File: src/rtl/dmem_serial_shim_if.sv
// Core/RAM bus bundle for dmem_serial_shim. The sext signal exists only when
// DMEM_SHIM_SEXT_EN is defined.
interface dmem_serial_shim_if #(
  parameter int ADDR_W     = 32,
  parameter int WORD_BYTES = 4
);
  logic                    req;
  logic                    we;
  logic [ADDR_W-1:0]       addr;
  logic [1:0]              size;
`ifdef DMEM_SHIM_SEXT_EN
  logic                    sext;
`endif
  logic [8*WORD_BYTES-1:0] wdata;
  logic [7:0]              ram_rdata;
  logic                    ram_ready;
  logic                    ram_en;
  logic                    ram_we;
  logic [ADDR_W-1:0]       ram_addr;
  logic [7:0]              ram_wdata;
  logic                    busy;
  logic                    done;
  logic [8*WORD_BYTES-1:0] rdata;

  // master: the core requester together with the byte RAM it talks through
  modport master (
    output req, we, addr, size, wdata, ram_rdata, ram_ready,
`ifdef DMEM_SHIM_SEXT_EN
    output sext,
`endif
    input  ram_en, ram_we, ram_addr, ram_wdata, busy, done, rdata
  );

  modport slave (
    input  req, we, addr, size, wdata, ram_rdata, ram_ready,
`ifdef DMEM_SHIM_SEXT_EN
    input  sext,
`endif
    output ram_en, ram_we, ram_addr, ram_wdata, busy, done, rdata
  );
endinterface

File: src/rtl/dmem_serial_shim.sv
// Word-to-byte data-memory shim: serialises one load/store into little-endian
// byte beats with RAM wait states. Optional sign extension via DMEM_SHIM_SEXT_EN.
module dmem_serial_shim #(
  parameter int ADDR_W     = 32,
  parameter int WORD_BYTES = 4
) (
  input  logic              clk,
  input  logic              reset,
  dmem_serial_shim_if.slave bus
);
  localparam int IW = (WORD_BYTES > 1) ? $clog2(WORD_BYTES) : 1;
  localparam logic [1:0] IDLE = 2'd0;
  localparam logic [1:0] XFER = 2'd1;
  localparam logic [1:0] DONE = 2'd2;

  typedef logic [WORD_BYTES-1:0][7:0] word_t;

  logic [1:0]        state_q, state_d;
  logic [3:0]        idx_q, idx_d;
  logic [3:0]        n_q, n_d;
  logic              we_q, we_d;
  logic              sext_q, sext_d;
  logic [ADDR_W-1:0] base_q, base_d;
  word_t             wdata_q, wdata_d;
  word_t             asm_q, asm_d;
  word_t             rdata_q, rdata_d;
  logic [3:0]        n_raw, n_req;
  logic              sext_in;
  logic              xfer;

`ifdef DMEM_SHIM_SEXT_EN
  assign sext_in = bus.sext;
`else
  assign sext_in = 1'b0;
`endif

  // Bytes at or above n are replaced by zero or by the sign of byte n-1.
  function automatic word_t extend_load(input word_t bytes, input logic [3:0] n,
                                        input logic sx);
    word_t             res;
    logic signed [7:0] top;
    logic              fill;
    top = '0;
    for (int b = 0; b < WORD_BYTES; b++)
      if (b == int'(n) - 1) top = $signed(bytes[b]);
    fill = sx & (top < 0);
    for (int b = 0; b < WORD_BYTES; b++)
      res[b] = (b < int'(n)) ? bytes[b] : {8{fill}};
    return res;
  endfunction

  assign n_raw = 4'd1 << bus.size;
  assign n_req = (n_raw > 4'(WORD_BYTES)) ? 4'(WORD_BYTES) : n_raw;

  always_comb begin
    state_d = state_q;
    idx_d   = idx_q;
    n_d     = n_q;
    we_d    = we_q;
    sext_d  = sext_q;
    base_d  = base_q;
    wdata_d = wdata_q;
    asm_d   = asm_q;
    rdata_d = rdata_q;
    case (state_q)
      IDLE: begin
        if (bus.req) begin
          base_d  = bus.addr;
          we_d    = bus.we;
          wdata_d = bus.wdata;
          n_d     = n_req;
          sext_d  = sext_in;
          idx_d   = 4'd0;
          state_d = XFER;
        end
      end
      XFER: begin
        if (bus.ram_ready) begin
          if (!we_q) asm_d[idx_q[IW-1:0]] = bus.ram_rdata;
          idx_d = idx_q + 4'd1;
          if (idx_q == n_q - 4'd1) begin
            state_d = DONE;
            // The final byte arrives on this edge, so extend the merged word.
            if (!we_q) rdata_d = extend_load(asm_d, n_q, sext_q);
          end
        end
      end
      DONE:    state_d = IDLE;
      default: state_d = IDLE;
    endcase
  end

  always_ff @(posedge clk) begin
    if (!reset) begin
      state_q <= IDLE;
      idx_q   <= 4'd0;
      n_q     <= 4'd0;
      we_q    <= 1'b0;
      sext_q  <= 1'b0;
      rdata_q <= '0;
    end else begin
      state_q <= state_d;
      idx_q   <= idx_d;
      n_q     <= n_d;
      we_q    <= we_d;
      sext_q  <= sext_d;
      rdata_q <= rdata_d;
    end
  end

  // Beat payload registers are only observed during XFER.
  always_ff @(posedge clk) begin
    base_q  <= base_d;
    wdata_q <= wdata_d;
    asm_q   <= asm_d;
  end

  assign xfer          = (state_q == XFER);
  assign bus.ram_en    = xfer;
  assign bus.ram_we    = xfer & we_q;
  assign bus.ram_addr  = xfer ? (base_q + ADDR_W'(idx_q)) : '0;
  assign bus.ram_wdata = xfer ? wdata_q[idx_q[IW-1:0]] : 8'h00;
  assign bus.busy      = (state_q != IDLE);
  assign bus.done      = (state_q == DONE);
  assign bus.rdata     = rdata_q;
endmodule

File: src/flat_wrapper.sv
// flat-port wrapper written by rule: the top's interface ports become plain ports
module dmem_serial_shim_flat 
#(
  parameter int ADDR_W     = 32,
  parameter int WORD_BYTES = 4
)
  (clk, reset, bus_req, bus_we, bus_addr, bus_size, bus_wdata, bus_ram_rdata, bus_ram_ready, bus_ram_en, bus_ram_we, bus_ram_addr, bus_ram_wdata, bus_busy, bus_done, bus_rdata);
  dmem_serial_shim_if #(.ADDR_W(ADDR_W), .WORD_BYTES(WORD_BYTES)) bus_i ();
  input  logic clk;
  input  logic reset;
  input wire logic [$bits(bus_i.req)-1:0] bus_req;
  input wire logic [$bits(bus_i.we)-1:0] bus_we;
  input wire logic [$bits(bus_i.addr)-1:0] bus_addr;
  input wire logic [$bits(bus_i.size)-1:0] bus_size;
  input wire logic [$bits(bus_i.wdata)-1:0] bus_wdata;
  input wire logic [$bits(bus_i.ram_rdata)-1:0] bus_ram_rdata;
  input wire logic [$bits(bus_i.ram_ready)-1:0] bus_ram_ready;
  output wire logic [$bits(bus_i.ram_en)-1:0] bus_ram_en;
  output wire logic [$bits(bus_i.ram_we)-1:0] bus_ram_we;
  output wire logic [$bits(bus_i.ram_addr)-1:0] bus_ram_addr;
  output wire logic [$bits(bus_i.ram_wdata)-1:0] bus_ram_wdata;
  output wire logic [$bits(bus_i.busy)-1:0] bus_busy;
  output wire logic [$bits(bus_i.done)-1:0] bus_done;
  output wire logic [$bits(bus_i.rdata)-1:0] bus_rdata;
  assign bus_i.req = bus_req;
  assign bus_i.we = bus_we;
  assign bus_i.addr = bus_addr;
  assign bus_i.size = bus_size;
  assign bus_i.wdata = bus_wdata;
  assign bus_i.ram_rdata = bus_ram_rdata;
  assign bus_i.ram_ready = bus_ram_ready;
  assign bus_ram_en = bus_i.ram_en;
  assign bus_ram_we = bus_i.ram_we;
  assign bus_ram_addr = bus_i.ram_addr;
  assign bus_ram_wdata = bus_i.ram_wdata;
  assign bus_busy = bus_i.busy;
  assign bus_done = bus_i.done;
  assign bus_rdata = bus_i.rdata;
  dmem_serial_shim #(.ADDR_W(ADDR_W), .WORD_BYTES(WORD_BYTES)) u_core (.clk(clk), .reset(reset), .bus(bus_i));
endmodule
File: config.mk
export PLATFORM = sky130hd
export DESIGN_NAME = dmem_serial_shim_flat
export DESIGN_NICKNAME = d
export VERILOG_FILES = /design/src/rtl/dmem_serial_shim_if.sv /design/src/rtl/dmem_serial_shim.sv /design/src/flat_wrapper.sv
export SDC_FILE = /design/constraint.sdc
export NUM_CORES = 1
export LEC_CHECK = 0
export CORE_ASPECT_RATIO = 2
export CORE_MARGIN = 2
export CORE_UTILIZATION = 45
export DETAILED_ROUTE_END_ITERATION = 6
export PLACE_DENSITY = 0.74
export SYNTH_ARGS = -nofsm -noshare
export SYNTH_HDL_FRONTEND = slang
export SYNTH_SLANG_ARGS = --single-unit
export TNS_END_PERCENT = 5
File: constraint.sdc
create_clock -name clk -period 5.5 [get_ports clk]
set_input_delay 1.1 -clock clk [delete_from_list [all_inputs] [get_ports clk]]
set_output_delay 1.1 -clock clk [all_outputs]
set_load 0.05 [all_outputs]
==> flow_summary.json, run 1 <==
{
  "status": "finished clean",
  "cts.sinks": 139,
  "fmax_mhz": 212,
  "ys_types": 45,
  "gp_congestion": 0.943,
  "first_pass_iters": 6,
  "grtUsageMet3_pct": 5.23,
  "cts-root-buf": "clkbuf_16",
  "grt.total_usage_pct": 20.7,
  "syn2layout_area_growth_pct": 37.4,
  "grt_util_met2_pct": 38.9,
  "fin_skew_ns": 0.0129,
  "synth_edf_count": 96,
  "cp_max_fo": 9,
  "power_switching_mw": 0.644,
  "worst_slew_pin_slew_ns": 0.830,
  "finalHoldViolCount": 0,
  "cp_data_arrival_time_ns": 3.62,
  "required_ns": 4.40,
  "finalNetCount": 761,
  "p_int_mw": 2.06,
  "grtUsageMet1_pct": 20.9,
  "synthCells": 516,
  "cts_buffers": 17,
  "antenna_found_initial": 0,
  "crit_path_end_kind": "output port",
  "portBuffers": 154,
  "p_leak_nw": 3.07,
  "hp-class": "flop to flop",
  "synthesis.area_sq_um": 6300,
  "grt_max_degree": 65,
  "rsz0062_at_grt": "false",
  "io_pins": 155,
  "setup_tns_ns": 0,
  "synth_flop_cell": "edfxtp_1",
  "wl_mm": 15.2,
  "period_share_pct": 85.8,
  "die_w_um": 87.7,
  "cts_resized": 0,
  "cap_violations": 0,
  "power.density_nw_per_um2": 313,
  "pwr-share-seq_pct": 44.0,
  "ant_nets": 0,
  "min_period_ns": 4.72,
  "clk_latency_ns": 0.42,
  "syn-num-nets": 607,
  "drv_slew": 0,
  "power_mw": 2.71,
  "drtIter0Drc": 242,
  "antenna_cells": 0,
  "busiest_layer": "met2",
  "dieArea_sq_um": 15000,
  "finalSetupViolCount": 0,
  "power.share.clock_pct": 45.0,
  "slew_headroom_pct": 44.2,
  "cts_tree": "done",
  "wl_per_cell_um": 17.5,
  "cts.htree.levels": 4,
  "synth_area_per_cell_sq_um": 12.2,
  "hpwl_mm": 11.0,
  "synth_async_sr_flop_share_pct": 0,
  "yosysSeqAreaShare_pct": 59.4,
  "clockBufferDepth": 2,
  "core.rowCount": 61,
  "initial_core_util_pct": 45.6,
  "avgViaCountPerCell": 5.17,
  "first_global_vias": 4711,
  "coreArea_sq_um": 13800,
  "ys_warn_count": 0,
  "grt_pass1_wl_mm": 23.5,
  "synth_seq_cells": 139,
  "start_kind": "flop",
  "path_class": "flop to output port",
  "num_vias": 4504,
  "route.detailed.drc": 0,
  "overflow": 0,
  "clk_pin_slew_ns": 0.07,
  "ir_drop_mv": 0.227,
  "combPwrFrac_pct": 10.9,
  "die_y_um": 171,
  "drive_above_1_share_pct": 14.8,
  "hold_buffers": 0,
  "switching_share_pct": 23.8,
  "cts_setup_buffers": 0
}
-- worst paths after layout --
check / start / end / slack [ns] / depth (start not counted)
max: u_core.base_q[0] / bus_ram_addr[30] / 0.78 / 10
min: u_core.bus.rdata[0] / u_core.bus.rdata[0] / 0.46 / 2
max reg2reg: u_core.state_q[0] / u_core.bus.rdata[16] / 2.56 / 9
min reg2reg: u_core.bus.rdata[0] / u_core.bus.rdata[0] / 0.46 / 2
-- worst max-delay path, stage by stage, from the launching register on --
cell and delay, ns:
edfxtp_1 0.35, ha_1 0.17, inv_1 0.05, fa_1 0.37
nand2b_1 0.17, a21oi_1 0.44, buf_4 0.27, nand3_1 0.09
or3_1 0.32, a21oi_1 0.14, clkdlybuf4s50_1 0.81
-- synthesized netlist by cell type (3+ instances only) --
cell type	number	share of area, %
mux4_2	8	2.9
nand2_1	52	3.1
edfxtp_1	96	46
a31o_2	15	2.1
inv_1	10	0.60
ha_1	11	2.2
a21oi_1	5	0.40
and2_1	14	1.4
xnor2_1	7	0.97
and3_1	9	0.89
nand3b_1	16	1.9
dfxtp_1	43	14
xor2_1	27	3.8
and4_1	3	0.42
nand4_1	18	1.8
nand3_1	15	1.2
o21a_1	3	0.36
buf_2	3	0.24
nor3_1	3	0.24
nand2b_1	4	0.40
buf_1	3	0.18
o21ai_0	21	1.7
nor2_1	53	3.2
a21boi_0	4	0.48
clkbuf_1	16	0.95
mux2_2	32	5.7
-- placed cells by master (no fill, tap or decap), drive strengths merged, types with 4 or more instances in the layout --
| master | n |
|---|---|
| clkdlybuf4s50 | 154 |
| edfxtp | 96 |
| nor2 | 53 |
| nand2 | 53 |
| dfxtp | 43 |
| mux2 | 32 |
| xor2 | 27 |
| clkbuf | 24 |
| o21ai | 21 |
| nand4 | 18 |
| nand3b | 16 |
| a31o | 16 |
| nand3 | 15 |
| and2 | 14 |
| inv | 12 |
| ha | 11 |
| and3 | 9 |
| mux4 | 8 |
| xnor2 | 7 |
| buf | 7 |
| clkinv | 7 |
| nand2b | 6 |
| a21oi | 5 |
| a21boi | 4 |
-- layer usage --
metal	wire, um	vias to the layer above
met1	5540	2123
li1	-	2167
met4	394	0
met2	8460	184
met5	0	-
met3	834	30
-- cells by family (layout without fill, tap and decap cells) --
family,Yosys count,in the layout,synth area share (%)
mux,40,40,8.58
xor+xnor,34,34,4.73
simple gates,201,201,16.6
fa+ha+maj,12,12,2.50
compound gates,52,52,5.46
buf+inv,38,205,2.72
flops,139,139,59.4
-- power by group through the flow --
stage               logic (mW)  registers [mW]  clock network, mW
finish                   0.296            1.19               1.22
global route             0.315            1.20               1.28
CTS                      0.300            1.19               1.24
detailed placement       0.298            1.21                  0
global placement         0.292            1.21                  0
floorplan                0.173            1.21                  0
-- per-stage QoR --
| step | util [%] | instance area (sq um) | setup slack [ns] | std cells | hold WS, ns |
|---|---|---|---|---|---|
| floorplan | - | 6300 | 1.45 | 516 | 0.475 |
| global placement | 58.0 | 8010 | 1.35 | 840 | 0.448 |
| detailed placement | 58.0 | 8010 | 1.23 | 840 | 0.453 |
| CTS | 62.7 | 8660 | 0.775 | 872 | 0.468 |
| global route | 62.7 | 8660 | 0.602 | 872 | 0.475 |
| finish | 62.7 | 8660 | 0.780 | 872 | 0.463 |
-- sequential cells by signal, indices dropped and copies added (netlist names) --
signal	cells
u_core.asm_q	32
u_core.base_q	32
u_core.bus.rdata	32
u_core.idx_q	4
u_core.n_q	4
u_core.state_q	2
u_core.wdata_q	32
u_core.we_q	1
-- layout make-up --
cell class	instances	area, sq um
clock inverter	8	91.3
clock buffer	24	558
inverter	12	47.5
tap	189	236
multi-input combinational	339	2390
fill	1086	5160
timing repair buffer	161	1590
sequential	139	3740
Note: power is estimated with default switching activity, not from simulation.
==> run 2: changes to the inputs <==
--- a/config.mk
+++ b/config.mk
@@ -7,9 +7,10 @@
 export LEC_CHECK = 0
 export CORE_ASPECT_RATIO = 2
 export CORE_MARGIN = 2
-export CORE_UTILIZATION = 45
+export CORE_UTILIZATION = 35
 export DETAILED_ROUTE_END_ITERATION = 6
-export PLACE_DENSITY = 0.74
+export HOLD_SLACK_MARGIN = 0.08
+export PLACE_DENSITY = 0.6
 export SYNTH_ARGS = -nofsm -noshare
 export SYNTH_HDL_FRONTEND = slang
 export SYNTH_SLANG_ARGS = --single-unit
==> flow_summary.json, run 2 (synthesis results as in run 1) <==
{
  "post-route-util_pct": 48.5,
  "final_common_cell": "clkdlybuf4s50_1",
  "min_period_ns": 4.66,
  "num_vias": 4516,
  "ant_nets": 0,
  "ir_drop_mv": 0.181,
  "combPwrFrac_pct": 11.6,
  "first_pass_iters": 4,
  "wl_mm": 16.6,
  "clockBufferDepth": 2,
  "fmax_mhz": 215,
  "antenna_found_initial": 1,
  "path_class": "flop to output port",
  "period_share_pct": 84.7,
  "route.detailed.drc": 0,
  "finalNetCount": 761,
  "cap_violations": 0,
  "clk_pin_slew_ns": 0.06,
  "hpwl_mm": 12.4,
  "overflow": 0,
  "crit_chain": "ha_1 -> inv_1 -> fa_1 -> nand2b_1 -> a21oi_1 -> buf_4 -> nand4_1 -> xor2_1 -> nor2_1 -> clkdlybuf4s50_1",
  "cts_setup_buffers": 0,
  "cpPeakStageDelay_ns": 0.82,
  "core.rowCount": 69,
  "avgViaCountPerCell": 5.03,
  "portBuffers": 154,
  "hold_buffers": 0,
  "required_ns": 4.40,
  "status": "finished clean",
  "drtIter0Drc": 169,
  "first_global_vias": 4667,
  "finalSetupViolCount": 0,
  "finalHoldViolCount": 0,
  "fin_skew_ns": 0.00742,
  "cp_data_arrival_time_ns": 3.56,
  "power_switching_mw": 0.643,
  "switching_share_pct": 25.2,
  "rsz0062_at_grt": "false",
  "grt_max_degree": 65,
  "cts_resized": 0,
  "final_cell_mix": "clkdlybuf4s50_1, edfxtp_1, nor2_1, nand2_1, dfxtp_1",
  "grt_pass1_wl_mm": 25.8,
  "coreArea_sq_um": 17700,
  "die_y_um": 194,
  "io_pins": 155,
  "fillers": 1605,
  "power.share.clock_pct": 41.6,
  "power.density_nw_per_um2": 297,
  "cts-root-buf": "clkbuf_16",
  "wl_per_cell_um": 18.5,
  "gp_congestion": 0.995,
  "cp_top_family": "buffers and inverters",
  "cts_buffers": 17,
  "grt.total_usage_pct": 17.6,
  "dieArea_sq_um": 19200,
  "p_leak_nw": 3.03,
  "critPathSlowestCell": "clkdlybuf4s50_1",
  "syn2layout_area_growth_pct": 36.2,
  "slew_headroom_pct": 29.7,
  "drv_slew": 0,
  "pwr-share-seq_pct": 46.8,
  "cts.htree.levels": 4,
  "whs_ns": 0.462,
  "cts.sinks": 139,
  "crit_path_end_kind": "output port",
  "clk_latency_ns": 0.42,
  "cp_max_fo": 8,
  "start_kind": "flop",
  "critical_path_buf_inv_count": 3,
  "holdPathStages": 2,
  "critical_path_depth": 10,
  "reg2reg_depth": 9,
  "hp-class": "flop to flop",
  "worst_slew_pin_slew_ns": 1.05,
  "cts_tree": "done",
  "initial_core_util_pct": 35.6,
  "die_w_um": 98.9,
  "drive_above_1_share_pct": 14.6,
  "p_int_mw": 1.91,
  "setup_tns_ns": 0
}
run 2: cell count changes in the layout (fill, tap and decap cells not counted), sizes merged:
cell / change
clkbuf: -3
clkinv: -1
bufinv: -1
diode: +1
inv: +5
run 2: area by class of cell:
type / instances / area [sq um] / share of cell area, %
diodes: 1 / 2.50 / 0.0292
clock buffers: 21 / 462 / 5.38
clock inverters: 11 / 82.6 / 0.962
inverters: 12 / 47.5 / 0.554
multi-input cells: 339 / 2390 / 27.8
flip-flops and latches: 139 / 3740 / 43.6
well taps: 213 / 267 / 3.10
repair buffers: 161 / 1590 / 18.6
run 2: path summary, 6_finish.rpt:
kind	start	end	slack, ns
worst max-delay path	u_core.base_q[0]	bus_ram_addr[14]	0.84
worst min register to register	u_core.bus.rdata[12]	u_core.bus.rdata[12]	0.46
worst min-delay path	u_core.bus.rdata[12]	u_core.bus.rdata[12]	0.46
worst max register to register	u_core.state_q[0]	u_core.bus.rdata[21]	2.58
run 2: tightest hold or removal path, cell delays in order (launching register included):
cell and delay (ns):
dfxtp_1 0.31, nand2_1 0.05, o21ai_0 0.06
run 2: per-stage QoR:
step | area, sq um | worst slack (ns) | total power, mW | cells
after global routing | 8580 | 0.641 | 2.65 | 897
after global placement | 8040 | 1.35 | 1.51 | 864
after detailed placement | 8040 | 1.28 | 1.52 | 864
after floorplan | 6300 | 1.45 | 1.38 | 516
final | 8580 | 0.842 | 2.55 | 897
after CTS | 8580 | 0.825 | 2.58 | 896
run 2: power groups by stage:
stage               Sequential [mW]  Clock, mW  Combinational, mW
floorplan                      1.21          0              0.173
global placement               1.21          0              0.297
detailed placement             1.22          0              0.301
CTS                            1.19       1.09              0.301
global route                   1.20       1.13              0.317
finish                         1.19       1.06              0.296
run 2: routing by layer:
layer,track usage [%],wire length [um],part of all wire (%),vias up
met1,17.6,5900,36,2178
met4,6.75,369,2.2,0
met5,0,0,0,-
met3,4.61,864,5.2,24
met2,33.7,9460,57,145
li1,-,-,-,2169
==> run 3: changes to the inputs <==
--- a/config.mk
+++ b/config.mk
@@ -10,7 +10,7 @@
 export CORE_UTILIZATION = 35
 export DETAILED_ROUTE_END_ITERATION = 6
 export HOLD_SLACK_MARGIN = 0.08
-export PLACE_DENSITY = 0.6
+export PLACE_DENSITY = 0.62
 export SYNTH_ARGS = -nofsm -noshare
 export SYNTH_HDL_FRONTEND = slang
 export SYNTH_SLANG_ARGS = --single-unit
==> constraint.sdc (replaced) <==
create_clock -name clk -period 4.2 [get_ports clk]
set_input_delay 0.84 -clock clk [delete_from_list [all_inputs] [get_ports clk]]
set_output_delay 0.84 -clock clk [all_outputs]
set_load 0.05 [all_outputs]
==> flow_summary.json, run 3 (synthesis results as in run 1) <==
{
  "overflow": 0,
  "cpPeakStageDelay_ns": 0.38,
  "die_y_um": 194,
  "io_pins": 155,
  "path_class": "flop to output port",
  "clockBufferDepth": 2,
  "core.rowCount": 69,
  "final_cell_mix": "clkdlybuf4s50_1, edfxtp_1, nor2_1, nand2_1, dfxtp_1",
  "rsz0062_at_grt": "false",
  "worst_slew_pin_slew_ns": 0.761,
  "status": "finished clean",
  "cts_buffers": 17,
  "cap_violations": 0,
  "power.share.clock_pct": 43.1,
  "cp_max_fo": 14,
  "first_global_vias": 4816,
  "initial_core_util_pct": 35.6,
  "crit_path_end_kind": "output port",
  "antenna_found_initial": 2,
  "pwr-share-seq_pct": 44.6,
  "power_switching_mw": 0.853,
  "required_ns": 3.36,
  "cts_tree": "done",
  "cts_setup_buffers": 0,
  "grt_max_degree": 65,
  "dieArea_sq_um": 19200,
  "cts.sinks": 139,
  "cts.htree.levels": 4,
  "power.density_nw_per_um2": 391,
  "period_share_pct": 86.0,
  "drv_slew": 0,
  "cts-root-buf": "clkbuf_16",
  "post-route-util_pct": 50.6,
  "seq_area_sq_um": 3740,
  "syn2layout_area_growth_pct": 42.1,
  "setup_tns_ns": 0,
  "drive_above_1_share_pct": 19.4,
  "final_area_sq_um": 8960,
  "route.detailed.drc": 0,
  "final_common_cell": "clkdlybuf4s50_1",
  "first_pass_iters": 4,
  "p_int_mw": 2.65,
  "place_area_sq_um": 8340,
  "finalHoldViolCount": 0,
  "clk_pin_slew_ns": 0.06,
  "hpwl_mm": 12.9,
  "ant_nets": 0,
  "cp_data_arrival_time_ns": 2.77,
  "finalSetupViolCount": 0,
  "multi_input_area_sq_um": 2390,
  "ir_drop_mv": 0.240,
  "hold_buffers": 0,
  "avgViaCountPerCell": 5.07,
  "switching_share_pct": 24.3,
  "crit_top_cell": "a21oi_1",
  "cp_top_family": "simple AND/OR/NAND/NOR gates",
  "critical_path_buf_inv_count": 3,
  "portBuffers": 154,
  "grt_pass1_wl_mm": 26.2,
  "coreArea_sq_um": 17700,
  "fmax_mhz": 277,
  "grt.total_usage_pct": 18.0,
  "fin_skew_ns": 0.0122,
  "critPathSlowestCell": "fa_1",
  "wl_per_cell_um": 18.8,
  "wl_mm": 16.9,
  "finalNetCount": 764,
  "crit_chain": "ha_1 -> inv_1 -> fa_1 -> nand2b_1 -> a21oi_1 -> buf_4 -> nand3_1 -> or3_1 -> a21oi_1 -> buf_12",
  "die_w_um": 98.9,
  "num_vias": 4567,
  "fillers": 1561,
  "clk_latency_ns": 0.42,
  "gp_congestion": 0.953,
  "drtIter0Drc": 107,
  "whs_ns": 0.459,
  "start_kind": "flop",
  "min_period_ns": 3.61,
  "combPwrFrac_pct": 12.3,
  "slew_headroom_pct": 48.7,
  "cts_resized": 0,
  "p_leak_nw": 3.21,
  "hp-class": "flop to flop"
}
==> run 3: metal layers <==
| layer | vias to the layer above | global-route usage [%] | wire (um) | share of wire (%) |
|---|---|---|---|---|
| li1 | 2185 | - | - | - |
| met1 | 2198 | 16.8 | 5640 | 33 |
| met2 | 152 | 34.4 | 9710 | 57 |
| met3 | 32 | 4.61 | 898 | 5.3 |
| met4 | 0 | 9.54 | 656 | 3.9 |
| met5 | - | 0 | 0 | 0 |
==> run 3: power groups by stage <==
| stage | combinational (mW) | clock (mW) | sequential [mW] |
|---|---|---|---|
| floorplan | 0.226 | 0 | 1.58 |
| global placement | 0.431 | 0 | 1.59 |
| detailed placement | 0.436 | 0 | 1.59 |
| CTS | 0.438 | 1.55 | 1.56 |
| global route | 0.458 | 1.60 | 1.57 |
| finish | 0.430 | 1.51 | 1.56 |
==> run 3: metrics by stage <==
stage                     setup slack, ns  instances  power, mW
after floorplan                     0.411        516       1.81
after global placement               1.14        867       2.02
after detailed placement             1.03        867       2.03
after CTS                           0.569        899       3.55
after global routing                0.431        901       3.63
final                               0.588        901       3.50
==> run 3: worst paths after layout <==
| path | slack (ns) | from | to | depth (start not counted) |
|---|---|---|---|---|
| setup / recovery | 0.59 | u_core.idx_q[0] | bus_ram_addr[30] | 10 |
| hold / removal | 0.46 | u_core.bus.rdata[11] | u_core.bus.rdata[11] | 2 |
| setup reg to reg | 1.81 | u_core.state_q[0] | u_core.bus.rdata[23] | 9 |
| hold reg to reg | 0.46 | u_core.bus.rdata[11] | u_core.bus.rdata[11] | 2 |
==> run 3: layout make-up <==
cell class / instances / share of cell area (%)
diodes: 2 / 0.0559
clock buffers: 23 / 6.06
clock inverters: 9 / 0.754
inverters: 12 / 0.531
multi-input cells: 339 / 26.6
flip-flops and latches: 139 / 41.8
well taps: 213 / 2.98
repair buffers: 164 / 21.2
==> run 3: tightest hold or removal path, delay by kind of cell (launching register included) <==
family	cells	cell delay, ns
AO/OA/AOI/OAI	1	0.06
AND/OR/NAND/NOR	1	0.05
flip-flops	1	0.31
